==> src/rtl/vga_mode_sel_pkg.sv <==
// Shared definitions for the VGA display-mode selector: named mode indices
// for the pattern/colour mux, 50 MHz timing defaults and the step direction type.
package vga_mode_sel_pkg;

    // Mode indices consumed by the pattern/colour mux in the VGA top level.
    localparam int VGA_MODE_BARS    = 0;
    localparam int VGA_MODE_GRID    = 1;
    localparam int VGA_MODE_CHECKER = 2;
    localparam int VGA_MODE_GRAD_H  = 3;
    localparam int VGA_MODE_GRAD_V  = 4;
    localparam int VGA_MODE_RED     = 5;
    localparam int VGA_MODE_GREEN   = 6;
    localparam int VGA_MODE_BLUE    = 7;
    localparam int VGA_MODE_WHITE   = 8;
    localparam int VGA_MODE_BORDER  = 9;
    localparam int VGA_MODE_CROSS   = 10;

    // Timing defaults for a 50 MHz system clock: 20 ms debounce, 1 s dwell.
    localparam int DEF_DEBOUNCE_CYC = 1_000_000;
    localparam int DEF_AUTO_CYC     = 50_000_000;

    typedef enum logic [1:0] {
        STEP_NONE = 2'd0,
        STEP_UP   = 2'd1,
        STEP_DN   = 2'd2
    } step_e;

endpackage

==> src/rtl/vga_mode_sel_key_debounce.sv <==
// Single-key conditioner: polarity normalise, 2-FF synchroniser, stability
// counter and a registered one-cycle pulse on each accepted press.
module vga_mode_sel_key_debounce #(
    parameter int DEBOUNCE_CYC = 1,
    parameter int KEY_ACT_LOW  = 0
) (
    input  logic clk_i,
    input  logic rst_i,
    input  logic key_raw_i,
    output logic press_o
);

    localparam int CNT_W = (DEBOUNCE_CYC > 1) ? $clog2(DEBOUNCE_CYC) : 1;
    localparam logic [CNT_W-1:0] CNT_LAST = CNT_W'(DEBOUNCE_CYC - 1);

    logic             key_norm;
    logic             sync1_q, sync2_q;
    logic             level_q, level_d;
    logic             press_q, press_d;
    logic [CNT_W-1:0] cnt_q, cnt_d;

    // Internally 1 always means pressed, whatever the board wiring.
    assign key_norm = (KEY_ACT_LOW != 0) ? ~key_raw_i : key_raw_i;

    // Count consecutive mismatching cycles; accept the new level on the last one.
    always_comb begin
        level_d = level_q;
        press_d = 1'b0;
        cnt_d   = '0;
        if (sync2_q != level_q) begin
            if (cnt_q == CNT_LAST) begin
                level_d = sync2_q;
                press_d = sync2_q;
            end else begin
                cnt_d = cnt_q + 1'b1;
            end
        end
    end

    // Synchroniser and debounce state; reset forgets all history (level = released).
    always_ff @(posedge clk_i) begin
        if (rst_i) begin
            sync1_q <= 1'b0;
            sync2_q <= 1'b0;
            level_q <= 1'b0;
            press_q <= 1'b0;
            cnt_q   <= '0;
        end else begin
            sync1_q <= key_norm;
            sync2_q <= sync1_q;
            level_q <= level_d;
            press_q <= press_d;
            cnt_q   <= cnt_d;
        end
    end

    assign press_o = press_q;

endmodule

==> src/rtl/vga_mode_sel.sv <==
// Display-mode selector: two debounced keys step the mode index up/down with
// wrap or saturate, an optional dwell timer auto-advances, and every change
// is flagged by a registered one-cycle pulse.
module vga_mode_sel
    import vga_mode_sel_pkg::*;
#(
    parameter int NUM_MODES    = 11,
    parameter int MODE_W       = 4,
    parameter int DEBOUNCE_CYC = DEF_DEBOUNCE_CYC,
    parameter int AUTO_CYC     = DEF_AUTO_CYC,
    parameter int WRAP         = 1,
    parameter int KEY_ACT_LOW  = 0
) (
    input  logic              sys_clk,
    input  logic              sys_rst,
    input  logic              key_next,
    input  logic              key_prev,
    input  logic              auto_en,
    output logic [MODE_W-1:0] mode,
    output logic              mode_chg,
    output logic              mode_wrap
);

    localparam int DWELL_W = (AUTO_CYC > 2) ? $clog2(AUTO_CYC) : 1;
    localparam logic [MODE_W-1:0]  MODE_MAX   = MODE_W'(NUM_MODES - 1);
    localparam logic [DWELL_W-1:0] DWELL_LAST = DWELL_W'(AUTO_CYC - 1);

    generate
        if (NUM_MODES < 2) begin : g_err_num_modes
            $error("vga_mode_sel: NUM_MODES must be >= 2");
        end
        if (DEBOUNCE_CYC < 1) begin : g_err_debounce
            $error("vga_mode_sel: DEBOUNCE_CYC must be >= 1");
        end
        if ((2 ** MODE_W) < NUM_MODES) begin : g_err_mode_w
            $error("vga_mode_sel: MODE_W too narrow for NUM_MODES");
        end
        if (AUTO_CYC < 2) begin : g_err_auto
            $error("vga_mode_sel: AUTO_CYC must be >= 2");
        end
    endgenerate

    logic               press_next, press_prev;
    logic               key_step, tick;
    logic [DWELL_W-1:0] dwell_q, dwell_d;
    step_e              step_dir;
    logic [MODE_W-1:0]  mode_q, mode_d;
    logic               chg_q, chg_d;
    logic               wrap_q, wrap_d;

    vga_mode_sel_key_debounce #(
        .DEBOUNCE_CYC (DEBOUNCE_CYC),
        .KEY_ACT_LOW  (KEY_ACT_LOW)
    ) u_deb_next (
        .clk_i     (sys_clk),
        .rst_i     (sys_rst),
        .key_raw_i (key_next),
        .press_o   (press_next)
    );

    vga_mode_sel_key_debounce #(
        .DEBOUNCE_CYC (DEBOUNCE_CYC),
        .KEY_ACT_LOW  (KEY_ACT_LOW)
    ) u_deb_prev (
        .clk_i     (sys_clk),
        .rst_i     (sys_rst),
        .key_raw_i (key_prev),
        .press_o   (press_prev)
    );

    // One step of the mode index, wrapping or saturating at both ends.
    // Returns {changed, wrapped, new_mode}.
    function automatic logic [MODE_W+1:0] step_mode(input logic [MODE_W-1:0] cur,
                                                    input step_e dir);
        logic [MODE_W-1:0] nxt;
        logic              chg;
        logic              wrp;
        nxt = cur;
        chg = 1'b0;
        wrp = 1'b0;
        case (dir)
            STEP_UP: begin
                if (cur >= MODE_MAX) begin
                    if (WRAP != 0) begin
                        nxt = '0;
                        chg = 1'b1;
                        wrp = 1'b1;
                    end
                end else begin
                    nxt = cur + 1'b1;
                    chg = 1'b1;
                end
            end
            STEP_DN: begin
                if (cur == '0) begin
                    if (WRAP != 0) begin
                        nxt = MODE_MAX;
                        chg = 1'b1;
                        wrp = 1'b1;
                    end
                end else begin
                    nxt = cur - 1'b1;
                    chg = 1'b1;
                end
            end
            default: ;
        endcase
        return {chg, wrp, nxt};
    endfunction

    // A lone key press is a step; both keys together cancel out.
    assign key_step = press_next ^ press_prev;
    assign tick     = auto_en && (dwell_q == DWELL_LAST);

    // Dwell counter: runs only while enabled, restarts on a tick or a key step.
    always_comb begin
        dwell_d = dwell_q + 1'b1;
        if (!auto_en || tick || key_step) begin
            dwell_d = '0;
        end
    end

    // Dwell register; reset discards any partial dwell.
    always_ff @(posedge sys_clk) begin
        if (sys_rst) begin
            dwell_q <= '0;
        end else begin
            dwell_q <= dwell_d;
        end
    end

    // Next-state: keys beat the auto tick, simultaneous presses are ignored.
    always_comb begin
        step_dir = STEP_NONE;
        if (press_next && press_prev) begin
            step_dir = STEP_NONE;
        end else if (press_next) begin
            step_dir = STEP_UP;
        end else if (press_prev) begin
            step_dir = STEP_DN;
        end else if (tick) begin
            step_dir = STEP_UP;
        end
        {chg_d, wrap_d, mode_d} = step_mode(mode_q, step_dir);
    end

    // Mode and change flags are registered so the pulses align with the new mode.
    always_ff @(posedge sys_clk) begin
        if (sys_rst) begin
            mode_q <= '0;
            chg_q  <= 1'b0;
            wrap_q <= 1'b0;
        end else begin
            mode_q <= mode_d;
            chg_q  <= chg_d;
            wrap_q <= wrap_d;
        end
    end

    // Outputs straight from the registers.
    always_comb begin
        mode      = mode_q;
        mode_chg  = chg_q;
        mode_wrap = wrap_q;
    end

endmodule

==> config.mk <==
export PLATFORM = sky130hd
export DESIGN_NAME = vga_mode_sel
export DESIGN_NICKNAME = d
export VERILOG_FILES = /design/src/rtl/vga_mode_sel_pkg.sv /design/src/rtl/vga_mode_sel_key_debounce.sv /design/src/rtl/vga_mode_sel.sv
export SDC_FILE = /design/constraint.sdc
export NUM_CORES = 1
export LEC_CHECK = 0
export ABC_AREA = 1
export BUFFER_PORTS_ARGS = -buffer_cell sky130_fd_sc_hd__buf_2
export CAP_MARGIN = 20
export CORE_MARGIN = 2
export CORE_UTILIZATION = 25
export DETAILED_ROUTE_END_ITERATION = 10
export GPL_ROUTABILITY_DRIVEN = 0
export PLACE_DENSITY = 0.42
export SETUP_SLACK_MARGIN = 0.2
export SYNTH_ARGS = -nofsm -noshare
export SYNTH_HDL_FRONTEND = slang
export SYNTH_HIERARCHICAL = 1
export SYNTH_SLANG_ARGS = --single-unit
==> constraint.sdc <==
create_clock -name sys_clk -period 5.5 [get_ports sys_clk]
set_clock_uncertainty 0.05 [all_clocks]
set_input_delay 0.275 -clock sys_clk [delete_from_list [all_inputs] [get_ports sys_clk]]
set_output_delay 0.275 -clock sys_clk [all_outputs]
set_load 0.02 [all_outputs]
==> impl_metrics.env <==
export IMPL_hold_buffers=0
export IMPL_fin_crit_sh_pct=39.8
export IMPL_syn2layout_area_growth_pct=12.3
export IMPL_cts_root_buf="clkbuf_16"
export IMPL_place_inst=893
export IMPL_start_util_pct=25.7
export IMPL_outcome="finished clean"
export IMPL_grt_start_max_net_pins=27
export IMPL_required_ns=5.70
export IMPL_synth_edf_count=0
export IMPL_synthTopCellsByCount="169 x nand2_1, 126 x nor2_1, 80 x dfxtp_1"
export IMPL_cts_resized=0
export IMPL_syn_nets=679
export IMPL_core_um2=17400
export IMPL_synth_most_common_cell="nand2_1"
export IMPL_finalMaxSlewViolations=0
export IMPL_async_flop_share_pct=0
export IMPL_final_area_um2=5000
export IMPL_drt_pass1_iterations=4
export IMPL_finalSetupViolCount=0
export IMPL_worstPathCellList="ha_1 -> nand2_2 -> nor2_4 -> nand2_2 -> nor2_2 -> nand3_1 -> a21oi_1 -> ha_1 -> inv_1 -> nand2_1 -> o21a_1"
export IMPL_synth_warnings=6
export IMPL_final_cells=909
export IMPL_fin_nets=693
export IMPL_netlist_area_um2=4450
export IMPL_crit_fanout=8
export IMPL_cap_violations=0
export IMPL_clock_latency_ns=0.35
export IMPL_final_layout_size_suffix_gt1_share_pct=11.1
export IMPL_grt_pass1_vias=3630
export IMPL_ant_nets=0
export IMPL_worst_hold_slack_ns=0.0757
export IMPL_hold_violations=0
export IMPL_rsz0062_at_grt="no"
export IMPL_final_setup_tns_ns=0
export IMPL_cp_slowest_cell="dfxtp_1"
export IMPL_avgSynthCellArea_um2=6.70
export IMPL_portBuffers=10
export IMPL_fillers=1883
export IMPL_place_detailed_hpwl_mm=7.40
export IMPL_power_leakage_nw=1.60
export IMPL_die_area_um2=18900
export IMPL_wirelength_mm=9.93
export IMPL_cts_tree="built"
export IMPL_cts_clk_slew_worst_paths_ns=0.06
export IMPL_rows=48
export IMPL_r2r_end="mode[2]"
export IMPL_netlist_area_leader_share_pct=36.0
export IMPL_arrival_ns=2.39
export IMPL_die_h_um=137
export IMPL_wire_per_inst_um=10.9
export IMPL_synth_area_leader_cell="dfxtp_1"
export IMPL_vias_per_cell=4.35
export IMPL_yosysSeqAreaShare_pct=36.0
export IMPL_cts_buffer_depth=2
export IMPL_grtUsageTotal_pct=11.5
export IMPL_cp_start_kind="flip-flop"
export IMPL_synthCells=665
export IMPL_grt_first_pass_wirelength_mm=16.9
export IMPL_synth_cell_types=30
export IMPL_post_cts_buffers=0
export IMPL_crit_type="flip-flop to flip-flop"
export IMPL_synth_seq_cells=80
export IMPL_diodes=0
export IMPL_worst_pin_slew_ns=0.343
export IMPL_slew_headroom_pct=77.1
export IMPL_ys_flop_type="dfxtp_1"
export IMPL_fmax_mhz=456
export IMPL_r2r_start="dwell_q[0]"
export IMPL_dieWidth_um=137
export IMPL_antenna_found_initial=0
export IMPL_holdPathEnd="u_deb_next/sync1_q"
export IMPL_grt_overflow=0
export IMPL_p_per_area_nw_per_um2=235
export IMPL_cts_buffers=9
export IMPL_via_count=3957
export IMPL_max_vdd_ir_drop_mv=0.148
export IMPL_hold_depth=3
export IMPL_period_needed_ns=2.19
export IMPL_netlist_top_cells_area="dfxtp_1 36%, nand2_1 14%, nor2_1 11%, inv_1 6.5%, nand3_1 5.6%"
export IMPL_route_detailed_drc=0
export IMPL_endpoint_kind="flip-flop"
export IMPL_cts_num_sinks=80
export IMPL_reg2reg_depth=11
export IMPL_postPlaceCellArea_um2=4720
export IMPL_hold_start="key_next"
export IMPL_htreeDepth=3
export IMPL_slowest_delay_ns=0.37
export IMPL_rrSetupSlack_ns=3.31
export IMPL_boundaryPins=11
export IMPL_first_iter_violations=269
export IMPL_hp_class="input port to flip-flop"
## where the power goes
group	internal [mW]	total [mW]	switching, mW
combinational	0.00416	0.0158	0.0116
clock	0.309	0.575	0.266
sequential	0.582	0.584	0.00186
## layout by cell type, fill, tap and decap left out
| cell | synthesis | layout |
|---|---|---|
| nor2_4 | 5 | 5 |
| xor2_1 | 15 | 15 |
| nand2_2 | 6 | 6 |
| buf_2 | 0 | 10 |
| o21a_1 | 1 | 1 |
| clkinv_4 | 0 | 1 |
| nand2_4 | 3 | 3 |
| nand3_1 | 50 | 50 |
| or2_0 | 3 | 3 |
| clkbuf_16 | 0 | 9 |
| a21oi_2 | 2 | 2 |
| a21boi_0 | 1 | 1 |
| o21ai_0 | 4 | 4 |
| nor2_2 | 26 | 26 |
| o21bai_1 | 5 | 5 |
| a21oi_1 | 32 | 32 |
| inv_1 | 77 | 77 |
| clkinvlp_4 | 0 | 4 |
| dfxtp_1 | 80 | 80 |
| ha_1 | 9 | 9 |
| nor4_1 | 2 | 2 |
| xnor2_1 | 13 | 13 |
| inv_2 | 2 | 2 |
| nand4_1 | 20 | 20 |
| nand3_2 | 2 | 2 |
| nor3_1 | 1 | 1 |
| or2_2 | 2 | 2 |
| nor2_1 | 126 | 126 |
| nand2_1 | 169 | 169 |
| nand3b_4 | 2 | 2 |
| inv_6 | 0 | 2 |
## sequential cells by signal (all words and copies together), names as in the netlist
name and flops:
u_deb_prev/level_q 1, u_deb_prev/sync1_q 1, u_deb_next/level_q 1, mode_wrap 1, u_deb_prev/cnt_q 20, u_deb_next/cnt_q 20
dwell_q 26, u_deb_prev/press_o 1, u_deb_next/sync1_q 1, u_deb_prev/sync2_q 1, mode 4, u_deb_next/press_o 1
mode_chg 1, u_deb_next/sync2_q 1
## cell type report
| class | instances | area [um^2] | area share, % |
|---|---|---|---|
| repair buffers | 10 | 50.0 | 1.00 |
| clock buffers | 9 | 225 | 4.50 |
| multi-input cells | 499 | 2490 | 49.8 |
| flip-flops and latches | 80 | 1600 | 32.0 |
| inverters | 79 | 297 | 5.93 |
| well taps | 225 | 282 | 5.63 |
| clock inverters | 7 | 56.3 | 1.13 |
## metrics by stage
step,util [%],setup slack (ns),power [mW]
floorplan,-,3.48,0.609
global placement,27.2,3.39,0.613
CTS,28.8,3.32,1.20
detailed placement,27.2,3.33,0.613
finish,28.8,3.31,1.17
global route,28.8,3.11,1.23
## cell families (layout without fill, tap and decap cells)
kind of cell | after synthesis | in the layout | synth area share, %
AO/OA/AOI/OAI | 45 | 45 | 5.62
XOR/XNOR | 28 | 28 | 5.51
adder cells (fa/ha/maj) | 9 | 9 | 2.53
buffers and inverters | 86 | 105 | 8.15
flip-flops | 80 | 80 | 36.0
AND/OR/NAND/NOR | 417 | 417 | 42.2
## worst max-delay path, delay by kind of cell (launching register included)
| family | cells | cell delay (ns) |
|---|---|---|
| adders and majority gates | 2 | 0.57 |
| AOI/OAI and AO/OA | 2 | 0.36 |
| buffers and inverters | 1 | 0.11 |
| DFF | 1 | 0.37 |
| and+or+nand+nor | 6 | 0.61 |
## per-layer routing
| layer | wire length, um | vias to the layer above | global-route usage, % |
|---|---|---|---|
| li1 | - | 2118 | - |
| met1 | 5170 | 1774 | 15.4 |
| met2 | 4210 | 50 | 17.4 |
| met3 | 340 | 15 | 2.91 |
| met4 | 208 | 0 | 5.27 |
| met5 | 0 | - | 0 |
## worst max path at each step
stage / startpoint / to / slack (ns) / cells after the start
final: dwell_q[0] / mode[2] / 3.31 / 11
after global routing: dwell_q[0] / mode[2] / 3.11 / 11
after CTS: dwell_q[0] / mode[2] / 3.32 / 11
after detailed placement: dwell_q[0] / mode[2] / 3.33 / 11
after global placement: dwell_q[0] / mode[2] / 3.39 / 11
after floorplan: dwell_q[0] / mode[2] / 3.48 / 12
(Power assumes the default switching activity.)
